### config.mk
export PLATFORM = sky130hd
export DESIGN_NAME = bcd_counter_n
export DESIGN_NICKNAME = d
export VERILOG_FILES = /design/src/rtl/bcd_counter_n.sv
export SDC_FILE = /design/constraint.sdc
export NUM_CORES = 1
export LEC_CHECK = 0
export BUFFER_PORTS_ARGS = -buffer_cell sky130_fd_sc_hd__buf_4
export CAP_MARGIN = 20
export CORE_MARGIN = 2
export CORE_UTILIZATION = 40
export DETAILED_ROUTE_END_ITERATION = 7
export GPL_TIMING_DRIVEN = 0
export HOLD_SLACK_MARGIN = 0.02
export PLACE_DENSITY = 0.74
export SKIP_CTS_REPAIR_TIMING = 1
export SLEW_MARGIN = 10
export SYNTH_ARGS = -nofsm -noshare
export SYNTH_HDL_FRONTEND = slang
export SYNTH_SLANG_ARGS = --single-unit
### constraint.sdc
create_clock -name sys_clk -period 1.85 [get_ports sys_clk]
set_input_delay 0.0925 -clock sys_clk [delete_from_list [all_inputs] [get_ports sys_clk]]
set_output_delay 0.0925 -clock sys_clk [all_outputs]
set_load 0.05 [all_outputs]
### src/rtl/bcd_counter_n.sv
// Multi-digit BCD counter with synchronous load, invalid-nibble detection and ripple carry.
// Define BCD_COUNTER_DOWN_EN to add the `down` port and bidirectional counting.
module bcd_counter_n #(
    parameter int unsigned           DIGITS      = 4,
    parameter logic [4*DIGITS-1:0]   RESET_VALUE = '0
) (
    input  logic                  sys_clk,
    input  logic                  sys_reset_n,
    input  logic                  tick_in,
`ifdef BCD_COUNTER_DOWN_EN
    input  logic                  down,
`endif
    input  logic                  load,
    input  logic [4*DIGITS-1:0]   load_value,
    output logic [4*DIGITS-1:0]   count,
    output logic                  tick_out,
    output logic                  load_err
);

    logic [4*DIGITS-1:0] count_q, count_d;
    logic                load_err_q, load_err_d;

    logic [4*DIGITS-1:0] count_step;
    logic [4*DIGITS-1:0] load_clean;
    logic                load_bad;
    logic                all_nine;
    logic                carry;
    logic [3:0]          digit;
`ifdef BCD_COUNTER_DOWN_EN
    logic                all_zero;
`endif

    // Ripple carry/borrow across every digit in a single cycle.
    always_comb begin
        count_step = count_q;
        carry      = tick_in;
        all_nine   = 1'b1;
        digit      = '0;
`ifdef BCD_COUNTER_DOWN_EN
        all_zero   = 1'b1;
`endif
        for (int i = 0; i < int'(DIGITS); i++) begin
            digit    = count_q[4*i +: 4];
            all_nine = all_nine & (digit == 4'd9);
`ifdef BCD_COUNTER_DOWN_EN
            all_zero = all_zero & (digit == 4'd0);
            if (carry) begin
                if (down) begin
                    if (digit == 4'd0) begin
                        count_step[4*i +: 4] = 4'd9;
                    end else begin
                        count_step[4*i +: 4] = digit - 4'd1;
                        carry                = 1'b0;
                    end
                end else begin
                    if (digit >= 4'd9) begin
                        count_step[4*i +: 4] = 4'd0;
                    end else begin
                        count_step[4*i +: 4] = digit + 4'd1;
                        carry                = 1'b0;
                    end
                end
            end
`else
            if (carry) begin
                if (digit >= 4'd9) begin
                    count_step[4*i +: 4] = 4'd0;
                end else begin
                    count_step[4*i +: 4] = digit + 4'd1;
                    carry                = 1'b0;
                end
            end
`endif
        end
    end

    // Non-BCD nibbles load as zero and raise the error flag.
    always_comb begin
        load_clean = '0;
        load_bad   = 1'b0;
        for (int i = 0; i < int'(DIGITS); i++) begin
            if (load_value[4*i +: 4] > 4'd9) begin
                load_bad = 1'b1;
            end else begin
                load_clean[4*i +: 4] = load_value[4*i +: 4];
            end
        end
    end

    always_comb begin
        count_d    = count_q;
        load_err_d = 1'b0;
        if (load) begin
            count_d    = load_clean;
            load_err_d = load_bad;
        end else if (tick_in) begin
            count_d    = count_step;
        end
    end

    always_ff @(posedge sys_clk or negedge sys_reset_n) begin
        if (!sys_reset_n) begin
            count_q    <= RESET_VALUE;
            load_err_q <= 1'b0;
        end else begin
            count_q    <= count_d;
            load_err_q <= load_err_d;
        end
    end

    always_comb begin
`ifdef BCD_COUNTER_DOWN_EN
        tick_out = tick_in & ~load & (down ? all_zero : all_nine);
`else
        tick_out = tick_in & ~load & all_nine;
`endif
    end

    assign count    = count_q;
    assign load_err = load_err_q;

endmodule

; ---- Word level (Yosys, flattened, before mapping)
; Cells that the tools add are included.
[op_classes]
n_eq_ne = 4
mul = 0
n_lt_le_gt_ge = 8
n_bitwise = 6
reduce_logical = 7
add_sub_neg = 4
muxes = 24
div = 0
shift = 0
[op_table]
columns = cell, count
row1 = $mux W4, 11
row2 = $mux W16, 2
row3 = $add A4 B1 Y4 const B, 4
row4 = $eq A4 B4 Y1 const B, 4
row5 = $ge A4 B4 Y1 const B, 4
row6 = $gt A4 B4 Y1 const B, 4
row7 = $mux W1, 11
row8 = $reduce_bool A2 Y1, 4
row9 = $reduce_and A2 Y1, 3
row10 = $and A1 B1 Y1, 5
row11 = $not A1 Y1, 1
[word_totals]
mem_bits_ro = 0
in_bits = 20
elab_cells = 58
ram_bits = 0
memories = 0
ff_bits = 17
latch_bits = 0

; ---- Logic depth before layout (Yosys ltp)
; Gate-level depths: netlist of run 1.
[logic_depth]
ltp_word = 8
depth_mapped = 6
depth_no_buf = 6

; ---- Worst setup path after synthesis of run 1
; No wires, ideal clock.
[synth_path]
kind = flip-flop to output port
start = reg count_q[0], in the netlist count[0]
end = out tick_out
stages_incl_launch_ff = 5
path_buffers = 0
arrival_ns = 2.703
required_ns = 1.757
setup_slack_ns = -0.946
path_cell_list = dfrtp_1 ha_1 and4_1 nand4_1 nor4_1
[synth_via]
elab_chain_cells = 5
[synth_lines]
columns = item, line
row1 = start: declaration, 20  ; logic [4*DIGITS-1:0] count_q, count_d;
row2 = start signal: assignment, 106  ; count_q <= count_d;
row3 = $eq A4 B4 Y1, 44  ; all_nine = all_nine & (digit == 4'd9);
row4 = $and A1 B1 Y1 (3 in series), 44
row5 = $and A1 B1 Y1, 115  ; tick_out = tick_in & ~load & all_nine;
row6 = end: declaration, 16  ; output logic tick_out,
; No other way between the ends.

; ---- Worst setup path after layout of run 1
[layout_path]
start = reg count_q[0], in the netlist count[0]
end = reg count_q[8], in the netlist count[8]
[layout_via]
elab_chain_cells = 6
[layout_lines]
columns = item, line
row1 = $ge A4 B4 Y1, 66  ; if (digit >= 4'd9) begin
row2 = $mux W1, 66
row3 = $mux W1 (2 in series), 65  ; if (carry) begin
row4 = $reduce_bool A2 Y1 (no source line), -
row5 = $reduce_and A2 Y1 (no source line), -
; No other way between the ends.
; A chain may end at the register's enable or synchronous reset.

==> impl_metrics.csv, run 1 <==
group,metric,value,unit
pwr,switching_share,50.5,%
synthesis,synth-edff-count,0,
pwr,peakVddDrop,0.480,mV
synthesis,syn-cell-area,1250,sq um
routing,first_pass_iters,4,
global_route,grt_pass1_wl,5110,um
cts,root_buffer,"clkbuf_4",
global_route,grt_usage,18.9,%
cells_and_area,area_growth,37.2,%
critical_path,path_max_fanout,7,
floorplan,coreArea,3000,sq um
sta,relSlewSlack,69.6,%
place,place_congestion,0.885,
floorplan,die_w,59.8,um
synthesis,synthTopCellsByArea,"dfrtp_1 (34%), ha_1 (12%), inv_1 (4.2%)",
job,maxCapViolCount,0,
pwr,comb_power_share,58.8,%
sta,hold_viol_final,0,
global_route,grt_use_met3,3.03,%
global_route,grt_pass1_vias,1113,
worst_hold_path,hp-class,"in -> reg",
critical_path,endpoint,"count[8]$_DFFE_PN0P_",
sta,tightest_slew,0.451,ns
global_route,top_usage_layer,"met2",
sta,fmax,543,MHz
critical_path,startpoint_type,"register",
cells_and_area,fillers,275,
cells_and_area,final_area,1710,sq um
sta,final.min_clock_period,1.84,ns
cells_and_area,fin_util,57.0,%
synthesis,synth-seq-cells,17,
floorplan,ios,38,
cts,clock_sinks,17,
pwr,switching_power,0.00102,W
synthesis,synthFlopType,"dfrtp_1",
sta,slew_viol_final,0,
cts,cts_max_level,1,
place,placed_cell_area,1600,sq um
pwr,intPower,0.00100,W
global_route,grt_max_degree,18,
sta,setup_ws,0.00959,ns
floorplan,start_util,41.5,%
cts,tritoncts,"built",
outcome,status,"finished clean",
routing,finalWirelength,3290,um
pwr,p_seq_share,30.8,%
pwr,pwr-share-clk,10.4,%
routing,wire_per_inst,15.5,um
synthesis,synth.yosys.warnings,0,
routing,vias,1244,
critical_path,reg2regPathDepth,5,
global_route,antenna_found_initial,0,
critical_path,end_kind,"register",
global_route,grt_use_met1,25.3,%
synthesis,syn_avg_cell_area,9.59,sq um
sta,setup_viol,0,
cts,clock_path_buffers,2,
critical_path,r2r-start,"count[0]$_DFFE_PN0P_",
global_route,grt_use_met2,31.5,%
cts,cts.clk_slew.worst_paths,0.10,ns
synthesis,synth_cells,130,
synthesis,ys_types,42,
sta,hold_ws,0.0243,ns
synthesis,async_reset_ff_share,100,%
pwr,power_density,1180,nW/um^2
critical_path,critical_path_arrival,2.03,ns
pwr,leakagePower,0.776,nW
global_route,grt-ovfl-total,0,
place,port_buffers,37,
floorplan,chipHeight,59.8,um
critical_path,r2r_setup_slack,0.01,ns
routing,drc,0,
synthesis,yosysSeqAreaShare,34.1,%
synthesis,synth_top_area_cell,"dfrtp_1",
critical_path,cp.required,2.04,ns
critical_path,crit_type,"reg -> reg",
place,dpl_worst_slack,-0.0174,ns
sta,period_share,99.5,%
cts,clk_latency,0.30,ns
synthesis,syn-num-nets,162,
cells_and_area,final_net_count,212,
critical_path,crit_start,"count[0]$_DFFE_PN0P_",
place,dp_hpwl,2520,um
critical_path,reg2reg_to,"count[8]$_DFFE_PN0P_",
floorplan,rows,20,
routing,vias_per_cell,5.87,
cells_and_area,drive_gt1_share,41.9,%
synthesis,synth_top_area_share,34.1,%
sta,rsz0062_at_grt,"yes",
routing,dr.first_iter.drc_count,33,
routing,ant_nets,0,
cts,cts_made_buffers,3,
cells_and_area,n_antenna_cell,0,
sta,clock_skew,0.000547,ns
floorplan,die_area,3580,sq um
-- flip-flops by register name (all words and copies together) (netlist names) --
name / count
count: 16
load_err: 1
-- metrics by stage --
step | total power [W] | TNS (ns) | instances
after global placement | 0.00174 | -0.0105 | 200
after detailed placement | 0.00177 | -0.0174 | 200
after global routing | 0.00216 | -0.0779 | 212
final | 0.00202 | 0 | 212
after floorplan | 0.00141 | -0.151 | 130
after CTS | 0.00198 | -0.103 | 204
-- metal layers --
layer  part of all wire, %  vias to the layer above
met1                    42                      600
met2                    52                       45
met5                     0                        -
met3                   5.1                        3
li1                      -                      596
met4                  0.85                        0
-- power by group through the flow --
stage          Clock, W  Sequential [W]  Combinational [W]
3_3_place_gp          0        0.000616            0.00113
6_report       0.000209        0.000623            0.00119
5_1_grt        0.000232        0.000647            0.00129
2_1_floorplan         0        0.000977           0.000433
3_5_place_dp          0        0.000628            0.00114
4_1_cts        0.000211        0.000620            0.00114
-- placed cells by master (no fill, tap or decap), types with 3 or more instances in the layout --
master / n
buf_4: 41
dfrtp_2: 8
nand3_1: 4
inv_1: 9
a32oi_1: 6
mux2i_1: 4
o2bb2ai_1: 3
ha_2: 3
dfrtp_1: 9
dlygate4sd3_1: 3
nor2_1: 10
a22oi_1: 3
a21oi_1: 5
inv_2: 5
nor3_1: 3
clkbuf_4: 3
o21ai_0: 10
ha_1: 9
-- layout make-up --
class	instances	area [sq um]	area share, %
multi-input combinational	97	796	46.5
sequential	17	435	25.5
inverter	14	52.6	3.07
buffer	2	10.0	0.585
clock buffer	4	26.3	1.54
tap	33	41.3	2.41
timing repair buffer	45	349	20.4
-- kinds of logic (layout without fill, tap and decap cells) --
family | after synthesis | after routing | synth area share [%]
compound gates | 44 | 44 | 27.2
fa+ha+maj | 12 | 12 | 12.0
buf+inv | 16 | 65 | 5.02
flops | 17 | 17 | 34.1
mux | 5 | 5 | 4.12
simple gates | 36 | 36 | 17.5
-- how the worst min path moves through the flow --
stage / cells past startpoint / startpoint / to / slack, ns
2_1_floorplan: 0 / sys_reset_n / count[0]$_DFFE_PN0P_ / -0.20
3_3_place_gp: 1 / sys_reset_n / load_err$_DFF_PN0_ / -0.03
3_5_place_dp: 1 / sys_reset_n / load_err$_DFF_PN0_ / -0.02
4_1_cts: 1 / sys_reset_n / count[14]$_DFFE_PN0P_ / -0.35
5_1_grt: 3 / load_value[0] / count[0]$_DFFE_PN0P_ / 0.05
6_report: 3 / load_value[0] / count[0]$_DFFE_PN0P_ / 0.02
-- worst max-delay path, stage by stage (launching register included) --
cell and delay [ns]:
dfrtp_2 0.44, ha_2 0.19, or3b_4 0.43, a31o_4 0.29
nand2_4 0.10, mux2_4 0.29
-- cell usage after synthesis, types with 2 or more instances --
master,count
nor4b_1,2
o21ai_0,10
nand2_1,2
a41oi_1,2
o211ai_1,2
nor2_1,11
o2bb2ai_1,3
a21oi_1,5
a32oi_1,6
inv_1,14
a22oi_1,3
nor3_1,3
ha_1,12
buf_2,2
mux2i_1,4
a221oi_1,2
dfrtp_1,17
o32ai_1,2
nand3_1,4
nand4_1,2
(Power assumes the default switching activity.)
==> inputs of run 2 (changes only) <==
--- a/config.mk
+++ b/config.mk
@@ -12,7 +12,9 @@
 export DETAILED_ROUTE_END_ITERATION = 7
 export GPL_TIMING_DRIVEN = 0
 export HOLD_SLACK_MARGIN = 0.02
-export PLACE_DENSITY = 0.74
+export MAX_ROUTING_LAYER = met4
+export PLACE_DENSITY = 0.72
+export RECOVER_POWER = 50
 export SKIP_CTS_REPAIR_TIMING = 1
 export SLEW_MARGIN = 10
 export SYNTH_ARGS = -nofsm -noshare
==> constraint.sdc (replaced) <==
create_clock -name sys_clk -period 2.06 [get_ports sys_clk]
set_input_delay 0.103 -clock sys_clk [delete_from_list [all_inputs] [get_ports sys_clk]]
set_output_delay 0.103 -clock sys_clk [all_outputs]
set_load 0.05 [all_outputs]
==> run 2 against run 1 <==
Fmax is 4.9% lower. Clock power is 14% lower. Sequential power is 13% lower. Critical path type unchanged.
==> impl_metrics.csv, run 2 (synthesis results as in run 1) <==
group,metric,value,unit
cts,cts.clk_slew.worst_paths,0.10,ns
cells_and_area,fillers,298,
floorplan,die_w,59.8,um
cells_and_area,largest_reg_flops,16,
cells_and_area,drive_gt1_share,25.3,%
sta,setup_ws,0.124,ns
floorplan,die_area,3580,sq um
cts,cts_made_buffers,3,
critical_path,end_kind,"register",
cells_and_area,mostFrequentLayoutCells,"buf_4 (27), dfrtp_1 (15), inv_1 (14), ha_1 (12)",
cts,root_buffer,"clkbuf_4",
critical_path,path_max_fanout,7,
cts,clk_latency,0.29,ns
critical_path,crit_type,"reg -> reg",
sta,final.min_clock_period,1.94,ns
routing,first_pass_iters,4,
global_route,antenna_found_initial,0,
place,port_buffers,37,
pwr,leakagePower,0.723,nW
cells_and_area,n_antenna_cell,0,
cts,clock_path_buffers,2,
cts,tritoncts,"built",
sta,relSlewSlack,36.9,%
sta,fmax,517,MHz
cells_and_area,multiInputGateArea,774,sq um
routing,drc,0,
routing,dr.first_iter.drc_count,45,
cells_and_area,final_net_count,207,
cells_and_area,regArea,428,sq um
global_route,grt_max_degree,18,
global_route,grt_pass1_wl,5400,um
sta,rsz0062_at_grt,"no",
critical_path,startpoint_type,"register",
place,dp_hpwl,2670,um
cells_and_area,area_growth,28.6,%
sta,finalSetupTns,0,ns
job,maxCapViolCount,0,
floorplan,chipHeight,59.8,um
outcome,status,"finished clean",
sta,hold_viol_final,0,
sta,period_share,94.0,%
cts,clock_sinks,17,
sta,tightest_slew,0.947,ns
place,place_congestion,0.973,
pwr,power_density,1080,nW/um^2
routing,finalWirelength,3370,um
floorplan,ios,38,
cells_and_area,layout_commonest_cell,"buf_4",
global_route,grt_pass1_vias,1186,
global_route,grt_usage,21.0,%
routing,vias_per_cell,5.99,
routing,vias,1239,
sta,slew_viol_final,0,
floorplan,rows,20,
global_route,grt-ovfl-total,0,
sta,setup_viol,0,
place,dpl_worst_slack,0.135,ns
critical_path,critical_path_arrival,2.12,ns
cts,cts_max_level,1,
sta,clock_skew,0.00285,ns
floorplan,coreArea,3000,sq um
worst_hold_path,hp-class,"in -> reg",
critical_path,cp.required,2.24,ns
pwr,peakVddDrop,0.383,mV
routing,ant_nets,0,
routing,wire_per_inst,16.3,um
floorplan,start_util,41.5,%
## run 2: cell count changes in the layout (fill, tap and decap cells not counted), moves of 3 or more
cell and change:
buf_4 -14, clkbuf_1 +10, dfrtp_1 +6, dfrtp_2 -6, ha_1 +3, ha_2 -3
inv_1 +5, inv_2 -5
## run 2: routing by layer
layer | global-route usage (%) | up-vias | share of wire, %
met5 | - | - | 0
met2 | 35.6 | 55 | 50
met1 | 26.1 | 595 | 43
met3 | 2.38 | 2 | 6.2
li1 | - | 587 | -
met4 | 6.67 | 0 | 0.56
## run 2: path summary, 6_finish.rpt
kind / start / depth (start not counted) / to / slack, ns
min reg2reg: count[7]$_DFFE_PN0P_ / 1 / count[7]$_DFFE_PN0P_ / 0.56
min in group asynchronous: sys_reset_n / 2 / count[15]$_DFFE_PN0P_ / 0.47
max in group asynchronous: sys_reset_n / 2 / count[1]$_DFFE_PN0P_ / 0.96
max reg2reg: count[0]$_DFFE_PN0P_ / 6 / count[8]$_DFFE_PN0P_ / 0.12
max: count[0]$_DFFE_PN0P_ / 6 / count[8]$_DFFE_PN0P_ / 0.12
min: load_value[0] / 3 / count[0]$_DFFE_PN0P_ / 0.06
## run 2: power by group
part | switching [W] | leakage [nW] | internal [W]
clock | 0.000105 | 0.0150 | 0.0000752
combinational | 0.000693 | 0.495 | 0.000308
sequential | 0.000115 | 0.212 | 0.000430
total | 0.000913 | 0.723 | 0.000813
## run 2: area by class of cell
| cell class | instances | share of cell area, % |
|---|---|---|
| inverters | 14 | 3.28 |
| multi-input cells | 97 | 48.3 |
| clock buffers | 4 | 1.64 |
| well taps | 33 | 2.58 |
| plain buffers | 2 | 0.625 |
| flip-flops and latches | 17 | 26.7 |
| repair buffers | 40 | 16.9 |
## run 2: stage by stage
stage               hold slack (ns)  total power [W]  utilization, %  area [sq um]  cells
finish                       0.0646          0.00173            53.4          1600    207
global route                 0.0753          0.00184            53.4          1600    207
CTS                          -0.342          0.00178            53.6          1610    204
detailed placement          -0.0181          0.00159            52.7          1580    200
global placement            -0.0161          0.00155            52.7          1580    200
floorplan                    -0.193          0.00124               -          1260    130
## run 2: critical path, stage by stage (launching register included)
cell and delay (ns):
dfrtp_2 0.45, inv_1 0.09, ha_1 0.14, or3b_4 0.41, a31o_4 0.30, nand2_4 0.11, mux2_1 0.32
==> inputs of run 3 (changes only) <==
--- a/config.mk
+++ b/config.mk
@@ -10,10 +10,9 @@
 export CORE_MARGIN = 2
 export CORE_UTILIZATION = 40
 export DETAILED_ROUTE_END_ITERATION = 7
-export GPL_TIMING_DRIVEN = 0
 export HOLD_SLACK_MARGIN = 0.02
 export MAX_ROUTING_LAYER = met4
-export PLACE_DENSITY = 0.72
+export PLACE_DENSITY = 0.74
 export RECOVER_POWER = 50
 export SKIP_CTS_REPAIR_TIMING = 1
 export SLEW_MARGIN = 10
==> constraint.sdc (replaced) <==
create_clock -name sys_clk -period 1.7 [get_ports sys_clk]
set_input_delay 0.085 -clock sys_clk [delete_from_list [all_inputs] [get_ports sys_clk]]
set_output_delay 0.085 -clock sys_clk [all_outputs]
set_load 0.05 [all_outputs]
==> run 3 against run 2 <==
The run now ends with setup timing left. Combinational power grew 57%. Core utilization grew 12 points. Clock power grew 26%. Routed wire length grew 18%. Sequential power grew 25%. Critical path depth grew 2. Non-clock buffer count grew 17. Fmax grew 5.7%. Register-to-register slack lost 0.26 ns. Critical path type unchanged.
==> impl_metrics.csv, run 3 (synthesis results as in run 1) <==
group,metric,value,unit
cts,cts.clk_slew.worst_paths,0.11,ns
cells_and_area,n_antenna_cell,0,
routing,dr.first_iter.drc_count,40,
sta,tightest_slew,0.964,ns
global_route,grt_usage,21.9,%
worst_hold_path,hp-class,"in -> reg",
cts,clock_sinks,17,
global_route,grt_pass1_wl,5820,um
cells_and_area,layout_commonest_cell,"buf_4",
pwr,total_power,0.00248,W
sta,setup_viol,16,
routing,first_pass_iters,4,
place,port_buffers,37,
global_route,grt_max_degree,25,
sta,hold_viol_final,0,
cells_and_area,drive_gt1_share,52.4,%
cells_and_area,fillers,246,
global_route,antenna_found_initial,0,
floorplan,rows,20,
place,dp_hpwl,2840,um
critical_path,cp.required,1.91,ns
sta,final.min_clock_period,1.83,ns
routing,vias,1353,
sta,slew_viol_final,0,
global_route,grt_use_met1,27.0,%
floorplan,start_util,41.5,%
cells_and_area,final_net_count,224,
sta,rsz0062_at_grt,"yes",
cts,root_buffer,"clkbuf_4",
floorplan,die_area,3580,sq um
cells_and_area,regArea,435,sq um
routing,vias_per_cell,6.04,
place,place_congestion,0.903,
pwr,leakagePower,0.856,nW
job,maxCapViolCount,0,
cells_and_area,mostFrequentLayoutCells,"buf_4 (47), nor2_1 (10), dfrtp_1 (9)",
global_route,grt_use_met3,2.38,%
routing,drc,0,
cts,clock_path_buffers,2,
sta,finalSetupTns,-1.59,ns
critical_path,crit_type,"reg -> reg",
cells_and_area,largest_reg_flops,16,
sta,period_share,108,%
floorplan,chipHeight,59.8,um
critical_path,critical_path_arrival,2.04,ns
pwr,power_density,1270,nW/um^2
floorplan,ios,38,
global_route,top_usage_layer,"met2",
cells_and_area,area_growth,56.3,%
cts,cts_max_level,1,
sta,relSlewSlack,35.8,%
global_route,grt-ovfl-total,0,
cts,tritoncts,"built",
cts,clk_latency,0.29,ns
cts,cts_made_buffers,3,
outcome,failed_checks,"setup timing",
global_route,grt_pass1_vias,1277,
critical_path,end_kind,"register",
sta,clock_skew,0.00202,ns
sta,fmax,546,MHz
outcome,status,"complete, but fails checks",
global_route,grt_use_met2,38.0,%
routing,finalWirelength,3960,um
critical_path,path_max_fanout,5,
cells_and_area,finalNonFillerCells,224,
routing,ant_nets,0,
routing,wire_per_inst,17.7,um
pwr,peakVddDrop,0.671,mV
floorplan,die_w,59.8,um
cells_and_area,multiInputGateArea,912,sq um
floorplan,coreArea,3000,sq um
sta,setup_ws,-0.131,ns
cells_and_area,fin_util,64.9,%
place,dp.cells,213,
critical_path,startpoint_type,"register",
==> run 3: changes by cell type in the layout (fill, tap and decap cells not counted), sizes merged <==
| cell | previous run | this run |
|---|---|---|
| clkbuf | 14 | 6 |
| buf | 29 | 54 |
==> run 3: power by group <==
group,internal (W),switching [W],leakage (nW),total (W)
registers,0.000532,0.000149,0.206,0.000680
logic,0.000620,0.000953,0.635,0.00157
clock network,0.0000910,0.000136,0.0150,0.000227
==> run 3: layout make-up <==
type | instances | share of cell area (%)
inverter | 14 | 2.83
sequential | 17 | 22.4
tap | 33 | 2.12
multi-input combinational | 97 | 46.8
timing repair buffer | 59 | 24.5
clock buffer | 4 | 1.35
==> run 3: critical path, cell delays in order (launching register included) <==
cell	delay, ns
dfrtp_2	0.46
inv_2	0.09
ha_4	0.12
or3b_4	0.40
buf_6	0.14
a31oi_4	0.22
buf_6	0.15
a221oi_2	0.03
a21oi_1	0.15
==> run 3: layer usage <==
| metal | up-vias | part of all wire [%] |
|---|---|---|
| li1 | 620 | - |
| met1 | 649 | 40 |
| met2 | 74 | 52 |
| met3 | 10 | 5.9 |
| met4 | 0 | 2.1 |
| met5 | - | 0 |
==> run 3: path summary, 6_finish.rpt <==
check | slack, ns | endpoint | cells past startpoint | from
max | -0.13 | count[5]$_DFFE_PN0P_ | 8 | count[0]$_DFFE_PN0P_
min | 0.03 | count[0]$_DFFE_PN0P_ | 3 | load_value[0]
max reg2reg | -0.13 | count[5]$_DFFE_PN0P_ | 8 | count[0]$_DFFE_PN0P_
min reg2reg | 0.57 | count[7]$_DFFE_PN0P_ | 1 | count[7]$_DFFE_PN0P_
max in group asynchronous | 0.60 | count[1]$_DFFE_PN0P_ | 2 | sys_reset_n
min in group asynchronous | 0.45 | load_err$_DFF_PN0_ | 2 | sys_reset_n
==> run 3: stage by stage <==
stage,cell area [sq um],worst slack [ns],hold slack (ns)
2_1_floorplan,1330,-0.260,-0.211
3_3_place_gp,1760,-0.0323,-0.0377
3_5_place_dp,1760,-0.0827,-0.0325
4_1_cts,1790,-0.264,-0.348
5_1_grt,1950,-0.243,0.0384
6_report,1950,-0.131,0.0274
